`src/rtl/audio_resampler.sv`:
```
// Box-car averaging resampler: accumulates strobed stereo samples per output window
// and emits floor(sum / count) once per phase-accumulator tick via a serial divider.
module audio_resampler #(
  parameter int CHANNEL_WIDTH = 16,
  parameter int CLK_HZ        = 21477272,
  parameter int OUT_HZ        = 48000,
  parameter int COUNT_WIDTH   = 10
) (
  input  logic                     clk_audio,
  input  logic                     reset,
  input  logic                     sample_en,
  input  logic [CHANNEL_WIDTH-1:0] in_l,
  input  logic [CHANNEL_WIDTH-1:0] in_r,
  output logic [CHANNEL_WIDTH-1:0] audio_l,
  output logic [CHANNEL_WIDTH-1:0] audio_r,
  output logic                     out_valid
);

  localparam int SUM_WIDTH = CHANNEL_WIDTH + COUNT_WIDTH;
  localparam int IDX_WIDTH = $clog2(SUM_WIDTH);
  localparam logic [IDX_WIDTH-1:0]   LAST_IDX  = IDX_WIDTH'(SUM_WIDTH - 1);
  localparam logic [COUNT_WIDTH-1:0] COUNT_MAX = '1;

  typedef enum logic [1:0] {IDLE, DIVIDE, DONE} state_t;

  state_t                 state;
  logic [31:0]            acc;
  logic [32:0]            acc_sum;
  logic                   tick;
  logic                   pending;
  logic                   service;
  logic [SUM_WIDTH-1:0]   sum_l, sum_r;
  logic [COUNT_WIDTH-1:0] count;
  logic [IDX_WIDTH-1:0]   bit_idx;
  logic [SUM_WIDTH-1:0]   num_l, num_r, num_next_l, num_next_r;
  logic [COUNT_WIDTH-1:0] rem_l, rem_r, rem_next_l, rem_next_r;
  logic [COUNT_WIDTH-1:0] divisor;

  // One restoring-division step: shift the next dividend bit into the remainder,
  // subtract the divisor if it fits, and shift the resulting quotient bit in.
  function automatic logic [COUNT_WIDTH+SUM_WIDTH-1:0] div_step(
    input logic [COUNT_WIDTH-1:0] rem,
    input logic [SUM_WIDTH-1:0]   num,
    input logic [COUNT_WIDTH-1:0] d
  );
    logic [COUNT_WIDTH:0] shifted;
    logic                 ge;
    shifted  = {rem, num[SUM_WIDTH-1]};
    ge       = (shifted >= {1'b0, d});
    div_step = {(ge ? shifted[COUNT_WIDTH-1:0] - d : shifted[COUNT_WIDTH-1:0]),
                num[SUM_WIDTH-2:0], ge};
  endfunction

  always_comb begin
    acc_sum = {1'b0, acc} + 33'(OUT_HZ);
    tick    = (acc_sum >= 33'(CLK_HZ));
    service = (state == IDLE) && (tick || pending) && !out_valid;
    {rem_next_l, num_next_l} = div_step(rem_l, num_l, divisor);
    {rem_next_r, num_next_r} = div_step(rem_r, num_r, divisor);
  end

  always_ff @(posedge clk_audio) begin
    if (reset)
      acc <= '0;
    else if (tick)
      acc <= 32'(acc_sum - 33'(CLK_HZ));
    else
      acc <= acc_sum[31:0];
  end

  // A sample arriving on the window-close cycle seeds the new window.
  always_ff @(posedge clk_audio) begin
    if (reset) begin
      sum_l <= '0;
      sum_r <= '0;
      count <= '0;
    end else if (service) begin
      sum_l <= sample_en ? SUM_WIDTH'(in_l) : '0;
      sum_r <= sample_en ? SUM_WIDTH'(in_r) : '0;
      count <= sample_en ? COUNT_WIDTH'(1) : '0;
    end else if (sample_en && (count != COUNT_MAX)) begin
      sum_l <= sum_l + SUM_WIDTH'(in_l);
      sum_r <= sum_r + SUM_WIDTH'(in_r);
      count <= count + COUNT_WIDTH'(1);
    end
  end

  always_ff @(posedge clk_audio) begin
    if (reset)
      pending <= 1'b0;
    else if (service)
      pending <= 1'b0;
    else if (tick)
      pending <= 1'b1;
  end

  always_ff @(posedge clk_audio) begin
    if (reset) begin
      state     <= IDLE;
      out_valid <= 1'b0;
      audio_l   <= '0;
      audio_r   <= '0;
      bit_idx   <= '0;
      num_l     <= '0;
      num_r     <= '0;
      rem_l     <= '0;
      rem_r     <= '0;
      divisor   <= '0;
    end else begin
      out_valid <= 1'b0;
      case (state)
        IDLE: begin
          if (service) begin
            if (count == '0) begin
              out_valid <= 1'b1;
            end else begin
              state   <= DIVIDE;
              bit_idx <= LAST_IDX;
              num_l   <= sum_l;
              num_r   <= sum_r;
              rem_l   <= '0;
              rem_r   <= '0;
              divisor <= count;
            end
          end
        end
        DIVIDE: begin
          num_l <= num_next_l;
          num_r <= num_next_r;
          rem_l <= rem_next_l;
          rem_r <= rem_next_r;
          if (bit_idx == '0) begin
            state     <= DONE;
            audio_l   <= num_next_l[CHANNEL_WIDTH-1:0];
            audio_r   <= num_next_r[CHANNEL_WIDTH-1:0];
            out_valid <= 1'b1;
          end else begin
            bit_idx <= bit_idx - IDX_WIDTH'(1);
          end
        end
        DONE:    state <= IDLE;
        default: state <= IDLE;
      endcase
    end
  end

endmodule

```
`config.mk`:
```
export PLATFORM = sky130hd
export DESIGN_NAME = audio_resampler
export DESIGN_NICKNAME = d
export VERILOG_FILES = /design/src/rtl/audio_resampler.sv
export SDC_FILE = /design/constraint.sdc
export NUM_CORES = 1
export LEC_CHECK = 0
export BUFFER_PORTS_ARGS = -buffer_cell sky130_fd_sc_hd__buf_2
export CAP_MARGIN = 5
export CELL_PAD_IN_SITES_DETAIL_PLACEMENT = 0
export CELL_PAD_IN_SITES_GLOBAL_PLACEMENT = 2
export CORE_ASPECT_RATIO = 1.5
export CORE_MARGIN = 10
export CORE_UTILIZATION = 41
export CTS_BUF_LIST = sky130_fd_sc_hd__clkbuf_8
export CTS_CLUSTER_DIAMETER = 150
export DETAILED_ROUTE_END_ITERATION = 12
export PLACE_DENSITY = 0.9
export SLEW_MARGIN = 30
export SYNTH_ARGS = -nofsm -noshare
export SYNTH_HDL_FRONTEND = slang
export SYNTH_SLANG_ARGS = --single-unit
```
`constraint.sdc`:
```
create_clock -name clk_audio -period 5.6 [get_ports clk_audio]
set_input_delay 0.56 -clock clk_audio [delete_from_list [all_inputs] [get_ports clk_audio]]
set_output_delay 0.56 -clock clk_audio [all_outputs]
set_load 0.005 [all_outputs]
```
======== After elaboration in Yosys (flattened, before gate mapping) ========
Index checks and enable logic that the tools add are counted.
storage, ports and cells
  register bits after elaboration ......... 217
  output and inout bits ................... 33
  logic and storage cells ................. 83
  input port bits ......................... 35
operators by class
  reductions and logical operators ........ 16
  eq/ne operators ......................... 6
  add/sub/neg operators ................... 8
  bitwise gates (word level) .............. 1
  $lt $le $gt $ge ......................... 3
  multiplexer cells ....................... 34
operators by type and width
  kind                                                    number
  2-to-1 mux 26 bit                                       8
  case mux 26 bit (2 select lines)                        2
  2-to-1 mux 10 bit                                       6
  adder 26 x 16 -> 26 bit                                 2
  case mux 10 bit (2 select lines)                        2
  adder 32 x 16 -> 33 bit (second input constant)         1
  >= comparator 33 x 25 -> 1 bit (second input constant)  1
  2-to-1 mux 16 bit                                       2
  2-to-1 mux 32 bit                                       1
  subtractor 32 x 25 -> 32 bit (second input constant)    1
  >= comparator 11 x 10 -> 1 bit                          2
  subtractor 10 bit                                       2
  2-to-1 mux 5 bit                                        3
  adder 10 x 1 -> 10 bit (second input constant)          1
  zero test 10 bit                                        1
  != test 10 bit (second input constant)                  1
  case mux 5 bit (2 select lines)                         1
  AND reduction 3 bit                                     3
  != test 2 bit (second input constant)                   4
  2-to-1 mux 2 bit                                        3
  zero test 5 bit                                         1
  subtractor 5 x 1 -> 5 bit (second input constant)       1
  2-to-1 mux 1 bit                                        4
  case mux 2 bit (2 select lines)                         1
  11 further kinds                                        14

======== Longest topological paths before layout ========
  word-level depth ........................ 7
  depth in mapped cells ................... 17
  gate-level depth less buffers ........... 12

======== Worst setup path before layout ========
OpenSTA, ideal clock, no wires.
  kind .................................... reg-to-reg
  start point ............................. register acc[7]
  end point ............................... register acc[20]
  setup time .............................. 0.121 ns
  path buffers ............................ 1
  stages on the path, launching flop included .. 13
  arrival ................................. 3.664 ns
  slack ................................... 1.815 ns
  required time ........................... 5.479 ns
  period minus slack after synthesis ...... 3.785 ns
  cell sequence ........................... dfxtp_1 clkbuf_1 inv_1 ha_1 nand2b_1 a21oi_4 or3_1 and2_4 or4_4 a311oi_1 nor2_1 a311oi_1 mux2_2
between the ends
  longest elaborated chain between the ends .. 3
  elaborated cells on any way between the ends .. 4
  those cells by class .................... add/sub (2); order compare (1); mux (1)
RTL lines
  item                                                                            RTL line  source
  start: declaration                                                              27        logic [31:0] acc;
  start signal: assignment                                                        66        acc <= 32'(acc_sum - 33'(CLK_HZ));
  start signal: assignment                                                        68        acc <= acc_sum[31:0];
  adder 32 x 16 -> 33 bit (*)                                                     55        acc_sum = {1'b0, acc} + 33'(OUT_HZ);
  subtractor 32 x 25 -> 32 bit or >= comparator 33 x 25 -> 1 bit (tied branches)  66, 56
  2-to-1 mux 32 bit (*)                                                           65        else if (tick)
Mark *: on every way between the ends. The rest lies on a longest branch, timed or not.
A chain may end at the register's enable or synchronous reset.

======== Worst setup path in the final report ========
  start point ............................. register acc[7]
  end point ............................... register num_l[21]
between the ends
  longest elaborated chain between the ends .. 7
RTL lines
  item                                  RTL line  source
  adder 32 x 16 -> 33 bit               55
  >= comparator 33 x 25 -> 1 bit        56        tick = (acc_sum >= 33'(CLK_HZ));
  logical OR 1 bit                      57        service = (state == IDLE) && (tick || pending) && !out_valid;
  logical AND 1 bit (2 in a row)        57
  != test 2 bit (no source line)        -
  AND reduction 3 bit (no source line)  -
  end signal: assignment                119       num_l <= sum_l;
  end signal: assignment                128       num_l <= num_next_l;
  end: declaration                      35        logic [SUM_WIDTH-1:0] num_l, num_r, num_next_l, num_next_r;
Every way passes these cells.

==> impl_metrics.ini <==
[grt]
antenna_found_initial = 0
grt_pass1_vias = 11830
grt_max_degree = 87
grt_pass1_wl_um = 61130
track_usage = 0.1884
grt_overflow_total = 0

[hold_path]
hold_start = in_r[2]
hold_path.class = in2reg

[setup_path]
critPathLaunchType = flop
cp_data_required_time_ps = 6010
rr_startpoint = acc[7]
startpoint = acc[7]
endpoint_kind = flop
critPathMaxFanout = 73
ff2ff_setup_slack_ps = 1210
cp.arrival_ps = 4800
crit_type = reg2reg

[yosys]
syn_nets = 1725
synthesis.area_um2 = 12720
synth_ff_type = dfxtp_1
synth_cell_types = 82
synthArstFlopShare = 0
yosys_warnings = 0
seq_area_frac_synth = 0.3368
synth_edf_count = 0
synth_cells = 1629
ys_ff_latch = 214
avgSynthCellArea_um2 = 7.809

[final_layout]
n_fill_cell = 3097
diodes = 0
register_area_um2 = 4284
layout_common_cells = dfxtp_1 (214), o21ai_0 (174), nand2_1 (158), a21oi_1 (151), nand3_1 (122)
syn2layout_area_growth_pct = 10.84
nets = 1735
mostFrequentLayoutCell = dfxtp_1
multiInputGateArea_um2 = 7732
drive_gt1_frac = 0.1121
final_area_um2 = 14100

[clock_tree]
numCtsBuffers = 39
clockBufferDepth = 3
clkLatencyLatePin_ps = 560
cts_resized = 0
cts_setup_buffers = 0
cts_tree = done
cts_root_buf = clkbuf_8
cts_hold_buf = 0
clkTransAtPathRegs_ps = 70
clock_sinks = 214
htree_levels = 2

[die]
die_w_um = 163.8
die_h_um = 235.7
rows = 78
core_area_um2 = 30450
die_area_um2 = 38620
initial_core_util = 0.4178
io_pins = 68

[sta]
maxSlewViolCount = 0
setup_viol = 0
hold_viol_final = 0
relSlewSlack = 0.3499
fin_crit_sh = 0.7841
tightest_slew_ps = 975.1
finClkSkew_ps = 15.78
fin_setup_tns_ps = 0
rsz0062_at_grt = no
max_freq_ghz = 0.2277
min_period_ps = 4391

[power_and_ir_drop]
ir_drop_mv = 0.4105
p_leak_nw = 5.358
powerDensity_nw_per_um2 = 578.3
power_mw = 8.153

[detailed_routing]
via_per_inst = 5.806
drt_iter0_markers = 735
drt_first_pass_iters = 5
vias = 12010
drc_errors = 0
avgRoutedWirePerCell_um = 17.84
drt-total-wl_um = 36880
drtAntennaViolNets = 0

[place]
finalWeightedCongestion = 0.8899
place_hpwl_um = 24660
place_area_um2 = 13240
port_buffers = 67

[status]
status = finished clean

[run]
cap_violations = 0
==> per-layer routing <==
metal  track usage  wire length, um  vias up
li1              -                -     5962
met1        0.2224            15800     5750
met2        0.3300            18540      232
met3       0.03095             1525       62
met4       0.07257             1017        0
met5             0                0        -
==> cells by family after synthesis <==
family | share of synthesized area
flip-flops | 0.3368
AND/OR/NAND/NOR | 0.2047
buffers and inverters | 0.05774
adder cells (fa/ha/maj) | 0.06236
AO/OA/AOI/OAI | 0.2640
XOR/XNOR | 0.05370
multiplexers | 0.02075
==> power by group <==
group,total [mW],switching (mW),internal (mW)
Clock,1.63,0.698,0.935
Combinational,4.17,2.68,1.49
Sequential,2.35,0.405,1.95
Total,8.15,3.78,4.37
==> layout make-up <==
| type | count | area share |
|---|---|---|
| sequential | 214 | 0.3038 |
| clock inverter | 17 | 0.008963 |
| clock buffer | 53 | 0.05173 |
| multi-input combinational | 1243 | 0.5484 |
| timing repair buffer | 90 | 0.03798 |
| tap | 400 | 0.03550 |
| inverter | 51 | 0.01358 |
==> Yosys cell counts, types with 4 or more instances <==
| cell | instances | area (um2) |
|---|---|---|
| dfxtp_1 | 214 | 4284 |
| o21ai_0 | 174 | 870.8 |
| nand2_1 | 158 | 593.1 |
| a21oi_1 | 151 | 755.7 |
| nand3_1 | 122 | 610.6 |
| clkbuf_1 | 83 | 311.6 |
| nor2_1 | 77 | 289.0 |
| a31oi_1 | 60 | 375.4 |
| ha_1 | 57 | 713.2 |
| inv_1 | 50 | 187.7 |
| xnor2_1 | 44 | 385.4 |
| nor3_1 | 37 | 185.2 |
| xor2_1 | 34 | 297.8 |
| or3_1 | 30 | 187.7 |
| buf_2 | 25 | 125.1 |
| o211ai_1 | 25 | 187.7 |
| mux2i_1 | 23 | 230.2 |
| nand4_1 | 22 | 137.6 |
| a21o_1 | 18 | 135.1 |
| a211oi_1 | 17 | 127.6 |
| and3_1 | 16 | 100.1 |
| nor2b_1 | 12 | 75.07 |
| nor4_1 | 12 | 75.07 |
| nand2b_1 | 11 | 68.82 |
| o21a_1 | 10 | 75.07 |
| o31ai_1 | 10 | 75.07 |
| a311oi_1 | 9 | 78.83 |
| or2_2 | 9 | 56.30 |
| and2_1 | 7 | 43.79 |
| buf_6 | 7 | 78.83 |
| and4_1 | 6 | 52.55 |
| o2111ai_1 | 6 | 52.55 |
| o2bb2ai_1 | 6 | 52.55 |
| a211o_1 | 4 | 35.03 |
| a21boi_0 | 4 | 30.03 |
| buf_1 | 4 | 15.01 |
| fa_1 | 4 | 80.08 |
==> worst paths after layout <==
check / to / depth (start not counted)
worst max-delay path: num_l[21] / 12
worst min register to register: audio_l[13] / 2
worst max register to register: num_l[21] / 12
worst min-delay path: sum_r[2] / 3
==> through the flow <==
stage / cells / hold WS (ps) / setup WS, ps / utilization
finish: 2068 / 283.6 / 1209 / 0.4631
global route: 2068 / 268.4 / 928.6 / 0.4631
CTS: 2068 / 246.2 / 1256 / 0.4631
detailed placement: 1998 / 444.8 / 1257 / 0.4350
global placement: 1998 / 440.2 / 1356 / 0.4350
floorplan: 1629 / 430.2 / 1815 / -
==> state kept, by name (all words and copies together), names as in the netlist, 10 cells and up <==
| register | flops |
|---|---|
| audio_l | 16 |
| audio_r | 16 |
| count | 10 |
| rem_r | 10 |
| divisor | 10 |
| acc | 29 |
| sum_l | 26 |
| sum_r | 26 |
| num_l | 26 |
| num_r | 26 |
| rem_l | 10 |
==> worst max-delay path: stages, from the launching register on <==
cell	delay [ps]
dfxtp_1	520
inv_1	120
ha_1	280
nand2b_1	260
a21oi_4	170
or3_1	430
and2_4	190
or4_4	570
a311o_1	450
a31o_4	520
buf_12	310
o21ai_0	220
a31oi_1	110
Note: power is estimated with default switching activity, not from simulation.
